### config.mk
export PLATFORM = sky130hd
export DESIGN_NAME = ccff_multi_chain_loader
export DESIGN_NICKNAME = d
export VERILOG_FILES = /design/src/rtl/ccff_multi_chain_loader.sv
export SDC_FILE = /design/constraint.sdc
export NUM_CORES = 1
export LEC_CHECK = 0
export BUFFER_PORTS_ARGS = -buffer_cell sky130_fd_sc_hd__buf_4
export CAP_MARGIN = 20
export CORE_ASPECT_RATIO = 2
export CORE_MARGIN = 10
export CORE_UTILIZATION = 40
export CTS_CLUSTER_DIAMETER = 50
export CTS_CLUSTER_SIZE = 8
export DETAILED_ROUTE_END_ITERATION = 7
export PLACE_DENSITY_LB_ADDON = 0.3
export SKIP_CTS_REPAIR_TIMING = 1
export SLEW_MARGIN = 20
export SYNTH_ARGS = -nofsm -noshare
export SYNTH_HDL_FRONTEND = slang
export SYNTH_SLANG_ARGS = --single-unit
### constraint.sdc
create_clock -name clk -period 2.55 [get_ports clk]
set_input_delay 0.1275 -clock clk [delete_from_list [all_inputs] [get_ports clk]]
set_output_delay 0.1275 -clock clk [all_outputs]
set_load 0.01 [all_outputs]
### src/rtl/ccff_multi_chain_loader.sv
// ---------------------------------------------------------------------------
// ccff_multi_chain_loader
//
// Programming controller for a fabric whose configuration flops are split
// into NUM_CHAINS equal-length chains that shift in lockstep. An operation
// pulses the fabric preset and then either streams bitstream words onto the
// chain heads (load) or shifts zeros through every chain (clear). IO
// isolation is released only once a full CHAIN_LEN shifts have completed.
//
// Ports
//   clk, reset        system clock, synchronous active-high reset
//   start, mode       start request (IDLE/DONE only); mode 0 = load, 1 = clear
//   abort             return to IDLE on the next edge from any state
//   s_data/s_valid/s_ready   bitstream word stream (accepted in FETCH only)
//   pReset            fabric preset pulse, PRESET_CYC cycles long
//   ccff_shift_en     one-cycle shift strobe, every CLK_DIV cycles
//   ccff_head         chain head bits (bit i feeds chain i)
//   ccff_tail         chain tail bits, folded into tail_parity on strobes
//   IO_ISOL_N         0 = fabric IO isolated; 1 only while DONE
//   busy, done        operation in progress / completed (sticky)
//   tail_parity       running XOR of all tail bits seen on strobes
//   shift_count       strobes issued during the current operation
// ---------------------------------------------------------------------------
module ccff_multi_chain_loader #(
    parameter int NUM_CHAINS = 4,
    parameter int CHAIN_LEN  = 1024,
    parameter int WORD_W     = 32,
    parameter int CLK_DIV    = 2,
    parameter int PRESET_CYC = 4
) (
    input  logic                             clk,
    input  logic                             reset,
    input  logic                             start,
    input  logic                             mode,
    input  logic                             abort,
    input  logic [WORD_W-1:0]                s_data,
    input  logic                             s_valid,
    output logic                             s_ready,
    output logic                             pReset,
    output logic                             ccff_shift_en,
    output logic [NUM_CHAINS-1:0]            ccff_head,
    input  logic [NUM_CHAINS-1:0]            ccff_tail,
    output logic                             IO_ISOL_N,
    output logic                             busy,
    output logic                             done,
    output logic                             tail_parity,
    output logic [$clog2(CHAIN_LEN+1)-1:0]   shift_count
);

    localparam int SPW   = WORD_W / NUM_CHAINS;
    localparam int CNT_W = $clog2(CHAIN_LEN + 1);
    localparam int SUB_W = (SPW > 1) ? $clog2(SPW) : 1;
    localparam int DIV_W = (CLK_DIV > 1) ? $clog2(CLK_DIV) : 1;
    localparam int PRE_W = (PRESET_CYC > 1) ? $clog2(PRESET_CYC) : 1;

    localparam logic [DIV_W-1:0] DIV_LAST = DIV_W'(CLK_DIV - 1);
    localparam logic [SUB_W-1:0] SUB_LAST = SUB_W'(SPW - 1);
    localparam logic [PRE_W-1:0] PRE_LAST = PRE_W'(PRESET_CYC - 1);
    localparam logic [CNT_W-1:0] CNT_LAST = CNT_W'(CHAIN_LEN - 1);

    localparam logic [2:0] ST_IDLE   = 3'd0;
    localparam logic [2:0] ST_PRESET = 3'd1;
    localparam logic [2:0] ST_FETCH  = 3'd2;
    localparam logic [2:0] ST_SHIFT  = 3'd3;
    localparam logic [2:0] ST_CLEAR  = 3'd4;
    localparam logic [2:0] ST_DONE   = 3'd5;

    // XOR-reduce of the chain tails, folded into the running parity
    function automatic logic parity_f(input logic [NUM_CHAINS-1:0] bits);
        return ^bits;
    endfunction

    logic [2:0]        state_r;
    logic [2:0]        state_nx_s;
    logic [PRE_W-1:0]  pre_cnt_r;
    logic [DIV_W-1:0]  div_r;
    logic [SUB_W-1:0]  sub_r;
    logic [WORD_W-1:0] word_r;
    logic              mode_r;
    logic [CNT_W-1:0]  shift_count_r;
    logic              tail_parity_r;

    logic pacing_s;
    logic strobe_s;
    logic last_shift_s;
    logic last_sub_s;
    logic pre_last_s;
    logic start_ok_s;

    assign pacing_s     = (state_r == ST_SHIFT) || (state_r == ST_CLEAR);
    assign strobe_s     = pacing_s && (div_r == DIV_LAST);
    assign last_shift_s = (shift_count_r == CNT_LAST);
    assign last_sub_s   = (sub_r == SUB_LAST);
    assign pre_last_s   = (pre_cnt_r == PRE_LAST);
    assign start_ok_s   = start && !abort && ((state_r == ST_IDLE) || (state_r == ST_DONE));

    // Next-state selection; abort overrides everything except reset
    always_comb begin
        state_nx_s = state_r;
        if (abort) begin
            state_nx_s = ST_IDLE;
        end else begin
            case (state_r)
                ST_IDLE, ST_DONE: begin
                    if (start) state_nx_s = ST_PRESET;
                    else       state_nx_s = state_r;
                end
                ST_PRESET: begin
                    if (pre_last_s) state_nx_s = mode_r ? ST_CLEAR : ST_FETCH;
                    else            state_nx_s = ST_PRESET;
                end
                ST_FETCH: begin
                    if (s_valid) state_nx_s = ST_SHIFT;
                    else         state_nx_s = ST_FETCH;
                end
                ST_SHIFT: begin
                    // The final strobe wins over the word boundary, so leftover
                    // bits of the last word are dropped and no word is requested.
                    if (strobe_s && last_shift_s)    state_nx_s = ST_DONE;
                    else if (strobe_s && last_sub_s) state_nx_s = ST_FETCH;
                    else                             state_nx_s = ST_SHIFT;
                end
                ST_CLEAR: begin
                    if (strobe_s && last_shift_s) state_nx_s = ST_DONE;
                    else                          state_nx_s = ST_CLEAR;
                end
                default: state_nx_s = ST_IDLE;
            endcase
        end
    end

    // State register
    always_ff @(posedge clk) begin
        if (reset) state_r <= ST_IDLE;
        else       state_r <= state_nx_s;
    end

    // Preset pulse length counter, idle at zero outside PRESET
    always_ff @(posedge clk) begin
        if (reset)                      pre_cnt_r <= {PRE_W{1'b0}};
        else if (state_r == ST_PRESET)  pre_cnt_r <= pre_cnt_r + PRE_W'(1);
        else                            pre_cnt_r <= {PRE_W{1'b0}};
    end

    // Shift pacing divider; restarts at zero on entry to SHIFT/CLEAR
    always_ff @(posedge clk) begin
        if (reset)         div_r <= {DIV_W{1'b0}};
        else if (strobe_s) div_r <= {DIV_W{1'b0}};
        else if (pacing_s) div_r <= div_r + DIV_W'(1);
        else               div_r <= {DIV_W{1'b0}};
    end

    // Word holding register: the head slice is always the low NUM_CHAINS bits,
    // so each strobe shifts the next slice down instead of muxing on sub_r.
    always_ff @(posedge clk) begin
        if (reset) begin
            word_r <= {WORD_W{1'b0}};
            sub_r  <= {SUB_W{1'b0}};
        end else if ((state_r == ST_FETCH) && s_valid) begin
            word_r <= s_data;
            sub_r  <= {SUB_W{1'b0}};
        end else if (strobe_s) begin
            word_r <= word_r >> NUM_CHAINS;
            sub_r  <= sub_r + SUB_W'(1);
        end else begin
            word_r <= word_r;
            sub_r  <= sub_r;
        end
    end

    // Operation bookkeeping: mode latch, shift count and tail parity.
    // Abort leaves count and parity untouched so they can be inspected.
    always_ff @(posedge clk) begin
        if (reset) begin
            mode_r        <= 1'b0;
            shift_count_r <= {CNT_W{1'b0}};
            tail_parity_r <= 1'b0;
        end else if (start_ok_s) begin
            mode_r        <= mode;
            shift_count_r <= {CNT_W{1'b0}};
            tail_parity_r <= 1'b0;
        end else if (strobe_s) begin
            mode_r        <= mode_r;
            shift_count_r <= shift_count_r + CNT_W'(1);
            tail_parity_r <= tail_parity_r ^ parity_f(ccff_tail);
        end else begin
            mode_r        <= mode_r;
            shift_count_r <= shift_count_r;
            tail_parity_r <= tail_parity_r;
        end
    end

    assign s_ready       = (state_r == ST_FETCH);
    assign pReset        = (state_r == ST_PRESET);
    assign ccff_shift_en = strobe_s;
    assign ccff_head     = (state_r == ST_SHIFT) ? word_r[NUM_CHAINS-1:0] : {NUM_CHAINS{1'b0}};
    // Isolation is re-applied in the very cycle a new operation is requested.
    assign IO_ISOL_N     = (state_r == ST_DONE) && !start;
    assign busy          = (state_r != ST_IDLE) && (state_r != ST_DONE);
    assign done          = (state_r == ST_DONE);
    assign tail_parity   = tail_parity_r;
    assign shift_count   = shift_count_r;

endmodule

# Word-level counts from Yosys, hierarchy flattened
# Index checks and enable logic that the tools add are counted.
# totals
reg_bits	54
# op_classes
addsub	4
eq_ne	10
n_mux	11
bitwise_logic	3
reduce_logical	22
# ops
cell	count
two-way mux 32 bit	2
one-hot mux 3 bit (5 select lines)	1
two-way mux 3 bit	4
adder 11 x 1 -> 11 bit, second input constant	1
== test 11 x 10 -> 1 bit, second input constant	1
OR reduction 2 bit	5
== test 3 bit, second input constant	3
logical AND 1 bit	8
== test 3 x 2 -> 1 bit, second input constant	2
two-way mux 4 bit	1
XOR reduction 4 bit	1
adder 3 x 1 -> 3 bit, second input constant	1
== test 3 x 1 -> 1 bit, second input constant	1
logical NOT 3 bit	1
two-way mux 1 bit	3
!= test 3 bit, second input constant	1
nonzero test 3 bit	1
OR reduction 3 bit	1
adder 2 x 1 -> 2 bit, second input constant	1
== test 2 bit, second input constant	1
logical NOT 1 bit	2
logical OR 1 bit	2
!= test 2 bit, second input constant	1
inverter 1 bit	2
3 further kinds	3

# Logic depth before layout (Yosys ltp)
# Gate-level depths: netlist (run 1).
# depth
word_depth	7
mapped_depth	7

# Worst setup path before layout (run 1)
# Ideal clock, no wire load.
# synth_timing
path_kind	register -> register
from	reg state_r[0]
to	reg sub_r[1]
setup_time_ns	0.132
arrival_ns	1.384
path_slack_ns	1.035
stages_incl_launch_ff	8
period_less_slack_ns	1.515
cell_sequence	dfxtp_1 and4bb_1 buf_4 nor2_4 inv_2 buf_4 mux2i_1 nor3_1
# synth_via
elab_chain_len	3
elab_cells_between_ends	7
cone_classes	eq/ne: 3; reduce/logical: 4
# synth_lines
element	line_no	source
start, declared	73	logic [2:0] state_r;
start signal, assigned	135	else state_r <= state_nx_s;
== test 3 x 2 -> 1 bit / == test 3 bit (equally long branches)	90	assign pacing_s = (state_r == ST_SHIFT) || (state_r == ST_CLEAR);
logical OR 1 bit (*)	90	
logical AND 1 bit (*)	91	assign strobe_s = pacing_s && (div_r == DIV_LAST);
via ccff_shift_en	40	output logic ccff_shift_en,
end signal, assigned	158	sub_r <= {SUB_W{1'b0}};
end signal, assigned	161	sub_r <= {SUB_W{1'b0}};
end signal, assigned	164	sub_r <= sub_r + SUB_W'(1);
end, declared	77	logic [SUB_W-1:0] sub_r;
# The timed path passes the listed nets; every way through them passes the cells marked *.
# A chain may end at the register's enable or synchronous reset.

# Worst setup path after layout (run 1)
# layout_timing
from	reg state_r[2]
to	reg word_r[26]
# layout_via
elab_chain_len	4
elab_cells_between_ends	8
cone_classes	eq/ne: 3; mux: 1; reduce/logical: 4
# layout_lines
element	line_no	source
== test 3 x 2 -> 1 bit / == test 3 bit (equally long branches)	90	
logical OR 1 bit	90	
logical AND 1 bit	91	
nonzero test 2 bit (no source line)	-	
end signal, assigned	157	word_r <= {WORD_W{1'b0}};
end signal, assigned	160	word_r <= s_data;
end signal, assigned	163	word_r <= word_r >> NUM_CHAINS;
end, declared	78	logic [WORD_W-1:0] word_r;
# Several ways; a longest one is shown, not always the timed one.

==> results.md, run 1 <==
- Status: complete, no violations
- Core area: ~6300 sq um
- Largest net degree at the start of global routing: 61
- Drt drc: 0
- Worst slew pin tran: 550 ps
- EDFF count, synth: 0
- Met3 GRT Util: 0.0400
- Seq/Total Area, Yosys: 0.427
- Commonest cells post-synth: nand2_1 (70), dfxtp_1 (54), nor2_1 (41)
- # rows: 41
- Count of different cell masters after synthesis: 41
- Via density: ~5.3
- Total gr overflow: 0
- Post-DP HPWL: roughly 5 mm
- HP Class: primary input to flop
- Reg2reg start: state_r[2]
- Starting Density: 0.404
- Synth Register Bits: 54
- Initial drt markers: 147
- DP Area: 3060 sq um
- Min Tclk post-route: 2010 ps
- M1 GR Usage: 0.141
- Post-DR wirelength/cell: 14.8 microns
- Design Area, Final: 3220 sq um
- Die Ht: 133 microns
- Int Pwr: 0.00132 W
- Vias: ~2.4k
- Critical path required time: 2750 ps
- Initial antenna violation count: 0
- GRT Total Usage: 0.135
- Met2 Usage GRT: 0.240
- Gate power share: 0.054
- Clk_skew: 2.83 ps
- Sequential share of power: 0.508
- Number of global-route vias before repair: between 2k and 2.5k
- IO Port Bufs: 63
- Gpl congestion: 0.834
- Antenna-violating nets left: 0
- Routed WL: roughly 6.7 mm
- Hold path depth: 3
- Most common cell in the netlist: nand2_1
- Crit Reg-Reg Endpoint: word_r[26]
- RSZ-0062 raised after global routing: false
- Yosys top cell area share: 0.427
- Power per cell area: 518 nW/um^2
- Main flop type after synthesis: dfxtp_1
- Nets: 408
- P_sw: 0.000348 W
- Endpoint class of the critical path: flop
- Placed instance count: 441
- FF-to-FF path depth: 6
- HP Start: mode
- First-pass GRT wire length: about 11 mm
- Critical path class: flop to flop
- Synth top area cells: dfxtp_1 (43%), nand2_1 (10%), a311oi_1 (9.7%), nor2_1 (6.1%), clkbuf_1 (2.1%)
- Die span in x: 76.3 microns
- Detailed Routing Iterations Pass 1: 4
- Layout cells sized above 1: 0.223
- Number of CTS-inserted buffers: 5
- Clk sinks: 54
- Bufs on Longest Clock Path: 2
- Fin Setup TNS: 0 ps
- N_diodes: 0
- Fmax: 496 MHz
- TritonCTS clock tree: yes
- Net Count, Synth: 356
- Synth area leader: dfxtp_1
- Tcrit/Tclk final: 0.790
- Worst-path clk slew: about 70 ps
- Setup Viol. Count Final: 0
- Syn_area_per_cell: ~8.2 sq um
- Root Buffer: clkbuf_16
- Pleak: 1.25 nW
- Die area: around 10000 sq um
- Slew Viols, Final: 0
- Htree depth: 2
- Slew HR: 0.633
- Cells after Synth: 310
- Cell Area, Synth: 2530 sq um
- WP data arrival: 2210 ps
- Crit Path Max Fanout: 22
- Io pins: 64
- Clk network pwr share: 0.438
- Area Growth Syn to Fin: 27.1%
- Switching Share: 0.209
- Gr busiest metal: met2
- Hold-critical path endpoint: mode_r
- Max-cap violations: 0
- Yosys warns: 0
- Finished Layout Cells: 449
- Worst vdd ir: 0.562 mV
- R2r setup slk: 540 ps
- Startpoint Class: flop
- Worst-Skew Late Latency: about 290 ps
- Endpoints failing hold: 0
- FFs w/ async S/R, synth: 0
worst max-delay path, cell delays in order, from the launching register on:
cell and delay [ps]:
dfxtp_1 570, and4bb_1 510, nor2_4 70, inv_2 200, buf_12 200, nand2_1 80, a311oi_1 270
through the flow:
stage / setup slack (ps) / total power (W) / hold WS (ps) / utilization
finish: 536 / 0.00167 / 73.6 / 0.514
global route: 358 / 0.00173 / 87.0 / 0.514
CTS: 550 / 0.00169 / 71.0 / 0.514
detailed placement: 563 / 0.000957 / 377 / 0.488
global placement: 626 / 0.000956 / 372 / 0.488
floorplan: 1030 / 0.000897 / 264 / -
final cells by class:
cell class                 count  area [sq um]
clock inverter                 1          8.76
tap                           86           108
timing repair buffer          68           523
multi-input combinational    229          1330
inverter                       4          15.0
clock buffer                   7           153
sequential                    54          1080
fill                         651          3040
worst max path at each step:
stage                     from     endpoint  slack (ps)  cells after the start
global route        state_r[2]    word_r[4]         360                      6
CTS                 state_r[2]   word_r[26]         550                      6
detailed placement  state_r[2]   word_r[26]         560                      6
finish              state_r[2]   word_r[26]         540                      6
floorplan           state_r[0]     sub_r[1]        1030                      7
global placement    state_r[2]  tail_parity         630                      5
metal layers:
layer / routed length [microns] / share of wire / up-vias
met4: 155 / 0.023 / 0
li1: - / - / 1196
met1: 2580 / 0.39 / 1083
met5: 0 / 0 / -
met2: 3510 / 0.53 / 73
met3: 422 / 0.063 / 9
placed cells by master, fill, tap and decap left out, types with 3 or more instances in the layout:
cell type	Yosys	routed
mux2i_1	3	3
nor2_1	41	41
o2111ai_1	4	4
xnor2_1	6	6
nand2_1	70	70
dfxtp_1	54	54
a311oi_1	28	28
xor2_1	6	6
ha_1	4	4
nand3_1	8	7
a21oi_1	10	10
nor3b_1	3	3
inv_1	3	3
buf_4	6	67
clkbuf_16	0	5
and2_1	6	6
o21ai_0	5	5
nor3_1	7	7
flip-flops by register name, summed over array words and instances (netlist names):
register     count
word_r          32
shift_count     11
state_r          3
sub_r            3
pre_cnt_r        2
div_r            1
mode_r           1
tail_parity      1
power groups by stage:
| stage | clock network, W | registers [W] | logic [W] |
|---|---|---|---|
| after detailed placement | 0 | 0.000866 | 0.0000912 |
| after global placement | 0 | 0.000866 | 0.0000904 |
| after global routing | 0.000783 | 0.000846 | 0.000101 |
| final | 0.000730 | 0.000846 | 0.0000902 |
| after floorplan | 0 | 0.000866 | 0.0000307 |
| after CTS | 0.000750 | 0.000846 | 0.0000917 |
kinds of logic (layout without fill, tap and decap cells):
family | count (synthesis) | after routing | share of synthesized area
and+or+nand+nor | 151 | 151 | 0.267
xor gates and xnor gates | 12 | 12 | 0.0415
DFF | 54 | 54 | 0.427
adders and majority gates | 4 | 4 | 0.0198
AOI/OAI and AO/OA | 59 | 59 | 0.183
buffers and inverters | 27 | 80 | 0.0499
muxes | 3 | 3 | 0.0119
Power figures use the tool's default switching activity.
==> run 2, diff against run 1 <==
==> constraint.sdc (replaced) <==
create_clock -name clk -period 2 [get_ports clk]
set_input_delay 0.1 -clock clk [delete_from_list [all_inputs] [get_ports clk]]
set_output_delay 0.1 -clock clk [all_outputs]
set_load 0.01 [all_outputs]
==> results.md, run 2 (same netlist as run 1, synthesis figures left out) <==
- TritonCTS clock tree: yes
- Max reg flops: 32 (unchanged)
- Power Total: 0.00217 W (+30%)
- Post-DR wirelength/cell: 15.3 microns (+3.2%)
- Commonest non-fill, non-tap cell in the layout: nand2_1
- Wl on met1: 2.80 mm (+8.7%)
- Min Tclk post-route: 1740 ps
- Largest net degree at the start of global routing: 61 (unchanged)
- Tcrit/Tclk final: 0.868
- Slowest stage delay, CP: 470 ps (-100 ps)
- WP data arrival: 1640 ps (-570 ps)
- GRT Total Usage: 0.134 (-0.000580)
- Pleak: 1.27 nW (+1.6%)
- Initial antenna violation count: 0 (unchanged)
- Clk sinks: 54 (unchanged)
- Slew HR: 0.693 (+0.0600)
- FF-to-FF path depth: 4 (-2)
- Total gr overflow: 0 (unchanged)
- Nets: 411 (+0.74%)
- Power per cell area: 667 nW/um^2 (+29%)
- Critical path destination: ccff_shift_en
- CP Depth: 5 (-1)
- R2r setup slk: 280 ps (-260 ps)
- Slew Viols, Final: 0 (unchanged)
- Largest Register: word_r
- Placed instance count: 444 (+0.68%)
- Finished Layout Cells: 452 (+0.67%)
- Bufs on Longest Clock Path: 2 (unchanged)
- Critical path required time: 1900 ps (-850 ps)
- Critical path class: flop to output pin
- Startpoint Class: flop
- Number of CTS-inserted buffers: 5 (unchanged)
- Worst slew pin tran: 460 ps (-90.1 ps)
- Detailed Routing Iterations Pass 1: 4 (unchanged)
- Max layer used: met4
- Die area: 10100 sq um (unchanged)
- Starting Density: 0.404 (unchanged)
- IO Port Bufs: 63 (unchanged)
- Worst vdd ir: 0.534 mV (-5.0%)
- Clk_skew: 4.49 ps (+1.66 ps)
- Number of global-route vias before repair: 2479 (+0.65%)
- Endpoint class of the critical path: output pin
- Most frequent cells in the layout: nand2_1 (70), buf_4 (69), dfxtp_1 (54), nor2_1 (41), a311oi_1 (28)
- Gpl congestion: 0.820 (-1.7%)
- Root Buffer: clkbuf_16
- Reg2reg start: div_r
- Post-DP HPWL: 5.11 mm (+3.5%)
- Die Ht: 133 microns (unchanged)
- Fmax: 576 MHz
- Area Growth Syn to Fin: 28.5%
- Antenna-violating nets left: 0 (unchanged)
- Critical path buffers and inverters: 3 (+1)
- Endpoints failing hold: 0 (unchanged)
- CP max-delay cell: and4bb_1
- WL met2: 3.79 mm (+8.0%)
- Max-cap violations: 0 (unchanged)
- Htree depth: 2 (unchanged)
- Worst-Skew Late Latency: 290 ps (about the same)
- CP startpoint: div_r
- Fin Setup TNS: 0 ps (unchanged)
- # rows: 41 (unchanged)
- Drt drc: 0 (unchanged)
- Die span in x: 76.3 microns (unchanged)
- Status: complete, no violations
- Via density: 5.28 (+0.39%)
- CP Cell Sequence: and4bb_1, nor2_4, inv_2, buf_12, buf_4
- Crit Reg-Reg Endpoint: shift_count[9]
- RSZ-0062 raised after global routing: false
- N_diodes: 0 (unchanged)
- Core area: 6260 sq um (unchanged)
- Worst-path clk slew: 70 ps (about the same)
- Metal3 WL: 248 microns (-41%)
- First-pass GRT wire length: 11.5 mm (+0.18%)
- Io pins: 64 (unchanged)
- Layout cells sized above 1: 0.224 (+0.000903)
- Setup Viol. Count Final: 0 (unchanged)
- Routed WL: 6.92 mm (+3.9%)
- Final core utilization: 0.520 (+0.00580)
- Cell family with most CP delay: simple AND/OR/NAND/NOR gates
- Vias: 2386 (+1.1%)
- HP Class: primary input to flop
- Crit Path Max Fanout: 24 (+9.1%)
- Initial drt markers: 147 (unchanged)
-- run 2: cell count changes in the layout (fill, tap and decap cells not counted), sizes merged --
cell / delta
buf: +3
clkinv: -1
bufinv: +1
-- run 2: final cells by class --
class                           count  area (sq um)
Fill cell                         668          3010
Clock inverter                      1          30.0
Multi-Input combinational cell    229          1330
Timing Repair Buffer               71           558
Sequential cell                    54          1080
Inverter                            4          15.0
Clock buffer                        7           133
Tap cell                           86           108
-- run 2: power by group --
group	switching (W)	internal, W	total (W)
clock network	0.000383	0.000593	0.000976
registers	0.00000157	0.00108	0.00108
logic	0.0000477	0.0000677	0.000115
total	0.000432	0.00174	0.00217
-- run 2: worst min-delay path by stage --
stage	slack, ps	cells after the start	endpoint	startpoint
2_1_floorplan	240	2	word_r[28]	s_data[28]
5_1_grt	70	3	mode_r	mode
3_3_place_gp	340	3	mode_r	mode
4_1_cts	50	3	mode_r	mode
6_report	50	3	mode_r	mode
3_5_place_dp	350	3	mode_r	mode
-- run 2: routing by layer --
| layer | vias up | GRT usage |
|---|---|---|
| li1 | 1197 | - |
| met1 | 1133 | 0.143 |
| met4 | 0 | 0.0499 |
| met5 | - | 0 |
| met3 | 6 | 0.0305 |
| met2 | 50 | 0.247 |
-- run 2: worst reg2reg max path, delay by kind of cell, from the launching register on --
kind / cells / cell delay (ps)
and+or+nand+nor: 2 / 970
DFF: 1 / 380
AOI/OAI and AO/OA: 2 / 290
-- run 2: stage by stage --
step | hold slack, ps | setup WS [ps] | instance area, sq um
finish | 47.1 | 263 | 3250
floorplan | 236 | 485 | 2530
detailed placement | 352 | 307 | 3090
CTS | 50.0 | 258 | 3250
global route | 69.0 | 153 | 3250
global placement | 342 | 375 | 3090
==> run 3, diff against run 2 <==
--- a/config.mk
+++ b/config.mk
@@ -14,6 +14,7 @@
 export CTS_CLUSTER_SIZE = 8
 export DETAILED_ROUTE_END_ITERATION = 7
 export PLACE_DENSITY_LB_ADDON = 0.3
+export REMOVE_ABC_BUFFERS = 1
 export SKIP_CTS_REPAIR_TIMING = 1
 export SLEW_MARGIN = 20
 export SYNTH_ARGS = -nofsm -noshare
==> constraint.sdc (replaced) <==
create_clock -name clk -period 1.45 [get_ports clk]
set_input_delay 0.0725 -clock clk [delete_from_list [all_inputs] [get_ports clk]]
set_output_delay 0.0725 -clock clk [all_outputs]
set_load 0.01 [all_outputs]
==> results.md, run 3 (same netlist as run 1, synthesis figures left out) <==
- Via density: 5.23 (-1.0%)
- Worst-path clk slew: 70 ps (about the same)
- Number of CTS-inserted buffers: 5 (unchanged)
- Clk_skew: 3.70 ps (-0.792 ps)
- RSZ-0062 raised after global routing: true
- Status: finished with violations
- Design Area, Final: 3680 sq um (+13%)
- Max-cap violations: 0 (unchanged)
- Core area: 6260 sq um (unchanged)
- Htree depth: 2 (unchanged)
- Number of global-route vias before repair: 2470 (-0.36%)
- WP data arrival: 1500 ps (-140 ps)
- # rows: 41 (unchanged)
- Post-DR wirelength/cell: 15.0 microns (-1.9%)
- Filler Cell Count: 587 (-12%)
- Met3 GRT Util: 0.0360 (+0.00543)
- Starting Density: 0.404 (unchanged)
- Clk sinks: 54 (unchanged)
- Worst-Skew Late Latency: 290 ps (about the same)
- Io pins: 64 (unchanged)
- Endpoints failing hold: 0 (unchanged)
- Initial drt markers: 183 (+24%)
- Met2 Usage GRT: 0.245 (-0.00143)
- Worst vdd ir: 0.905 mV (+70%)
- R2r setup slk: -100 ps (-380 ps)
- Pleak: 1.48 nW (+16%)
- IO Port Bufs: 63 (unchanged)
- Total gr overflow: 0 (unchanged)
- Detailed Routing Iterations Pass 1: 4 (unchanged)
- Bufs on Longest Clock Path: 2 (unchanged)
- Antenna-violating nets left: 0 (unchanged)
- GRT Total Usage: 0.132 (-0.00172)
- Gr busiest metal: met2
- Startpoint Class: flop
- DP Area: 3290 sq um (+6.3%)
- Commonest non-fill, non-tap cell in the layout: buf_4
- Final core utilization: 0.588 (+0.0680)
- Crit Path Max Fanout: 6 (-75%)
- Area Growth Syn to Fin: 45.3%
- Max reg flops: 32 (unchanged)
- Die span in x: 76.3 microns (unchanged)
- Die area: 10100 sq um (unchanged)
- Nets: 441 (+7.3%)
- Vias: 2508 (+5.1%)
- TritonCTS clock tree: yes
- Worst slew pin tran: 447 ps (-12.7 ps)
- HP Class: primary input to flop
- Largest net degree at the start of global routing: 42 (-31%)
- Post-DP HPWL: 5.07 mm (-0.78%)
- Power per cell area: 777 nW/um^2 (+17%)
- Drt drc: 0 (unchanged)
- Endpoint class of the critical path: output pin
- Critical path class: flop to output pin
- Slew Viols, Final: 0 (unchanged)
- Initial antenna violation count: 0 (unchanged)
- Min Tclk post-route: 1580 ps
- M1 GR Usage: 0.134 (-0.00902)
- Die Ht: 133 microns (unchanged)
- Largest Register: word_r
- PnR worst setup slack: -126 ps (-390 ps)
- Routed WL: 7.21 mm (+4.2%)
- Slew HR: 0.702 (+0.00850)
- Root Buffer: clkbuf_16
- N_diodes: 0 (unchanged)
- First-pass GRT wire length: 11.3 mm (-1.7%)
- Layout cells sized above 1: 0.360 (+0.136)
- Gpl congestion: 0.859 (+4.8%)
- Tcrit/Tclk final: 1.09
- Setup Viol. Count Final: 36 (+36)
- Failing checks: negative setup slack
- Fmax: ~630 MHz
- Most frequent cells in the layout: buf_4 (84), nand2_1 (67), dfxtp_1 (50), nor2_1 (41), a311oi_1 (23)
- Critical path required time: 1380 ps (-520 ps)
## run 3: changes by cell type in the layout (fill, tap and decap cells not counted), sizes merged
cell,previous run,this run
buf,71,100
bufinv,1,0
## run 3: final cells by class
| cell class | count | area, sq um | share of cell area |
|---|---|---|---|
| flip-flops and latches | 54 | 1090 | 0.295 |
| multi-input cells | 229 | 1440 | 0.392 |
| well taps | 86 | 108 | 0.0293 |
| repair buffers | 101 | 887 | 0.241 |
| inverters | 4 | 17.5 | 0.00476 |
| clock buffers | 6 | 139 | 0.0378 |
## run 3: stage by stage
stage | total power, W | hold WS [ps] | setup slack (ps) | instances | TNS [ps]
6_report | 0.00286 | 20.8 | -126 | 480 | -1670
5_1_grt | 0.00297 | 48.8 | -183 | 480 | -4840
4_1_cts | 0.00288 | 9.14 | -161 | 471 | -4330
3_5_place_dp | 0.00170 | 315 | -139 | 465 | -2770
3_3_place_gp | 0.00170 | 316 | -44.2 | 465 | -942
2_1_floorplan | 0.00156 | 142 | -743 | 287 | -28050
## run 3: path summary, 6_finish.rpt
kind / from / end / cells after the start
min: mode / mode_r / 3
min reg2reg: pre_cnt_r[0] / pre_cnt_r[0] / 1
max reg2reg: state_r[2] / word_r[20] / 6
max: state_r[2] / ccff_shift_en / 5
## run 3: power by group
part	leakage, nW	total (W)	switching (W)	internal, W
Combinational	0.974	0.000186	0.0000755	0.000111
Clock	0.0688	0.00118	0.000515	0.000669
Sequential	0.437	0.00149	0.00000289	0.00149
## run 3: critical path, cell delays in order, from the launching register on
cell	delay [ps]
dfxtp_2	350
and4b_2	280
nor2_4	220
inv_4	90
buf_12	140
buf_6	110
## run 3: routing by layer
| metal | routed length (microns) | vias to the layer above | share of wire |
|---|---|---|---|
| li1 | - | 1257 | - |
| met1 | 2760 | 1196 | 0.38 |
| met2 | 4020 | 46 | 0.56 |
| met3 | 273 | 9 | 0.038 |
| met4 | 151 | 0 | 0.021 |
| met5 | 0 | - | 0 |
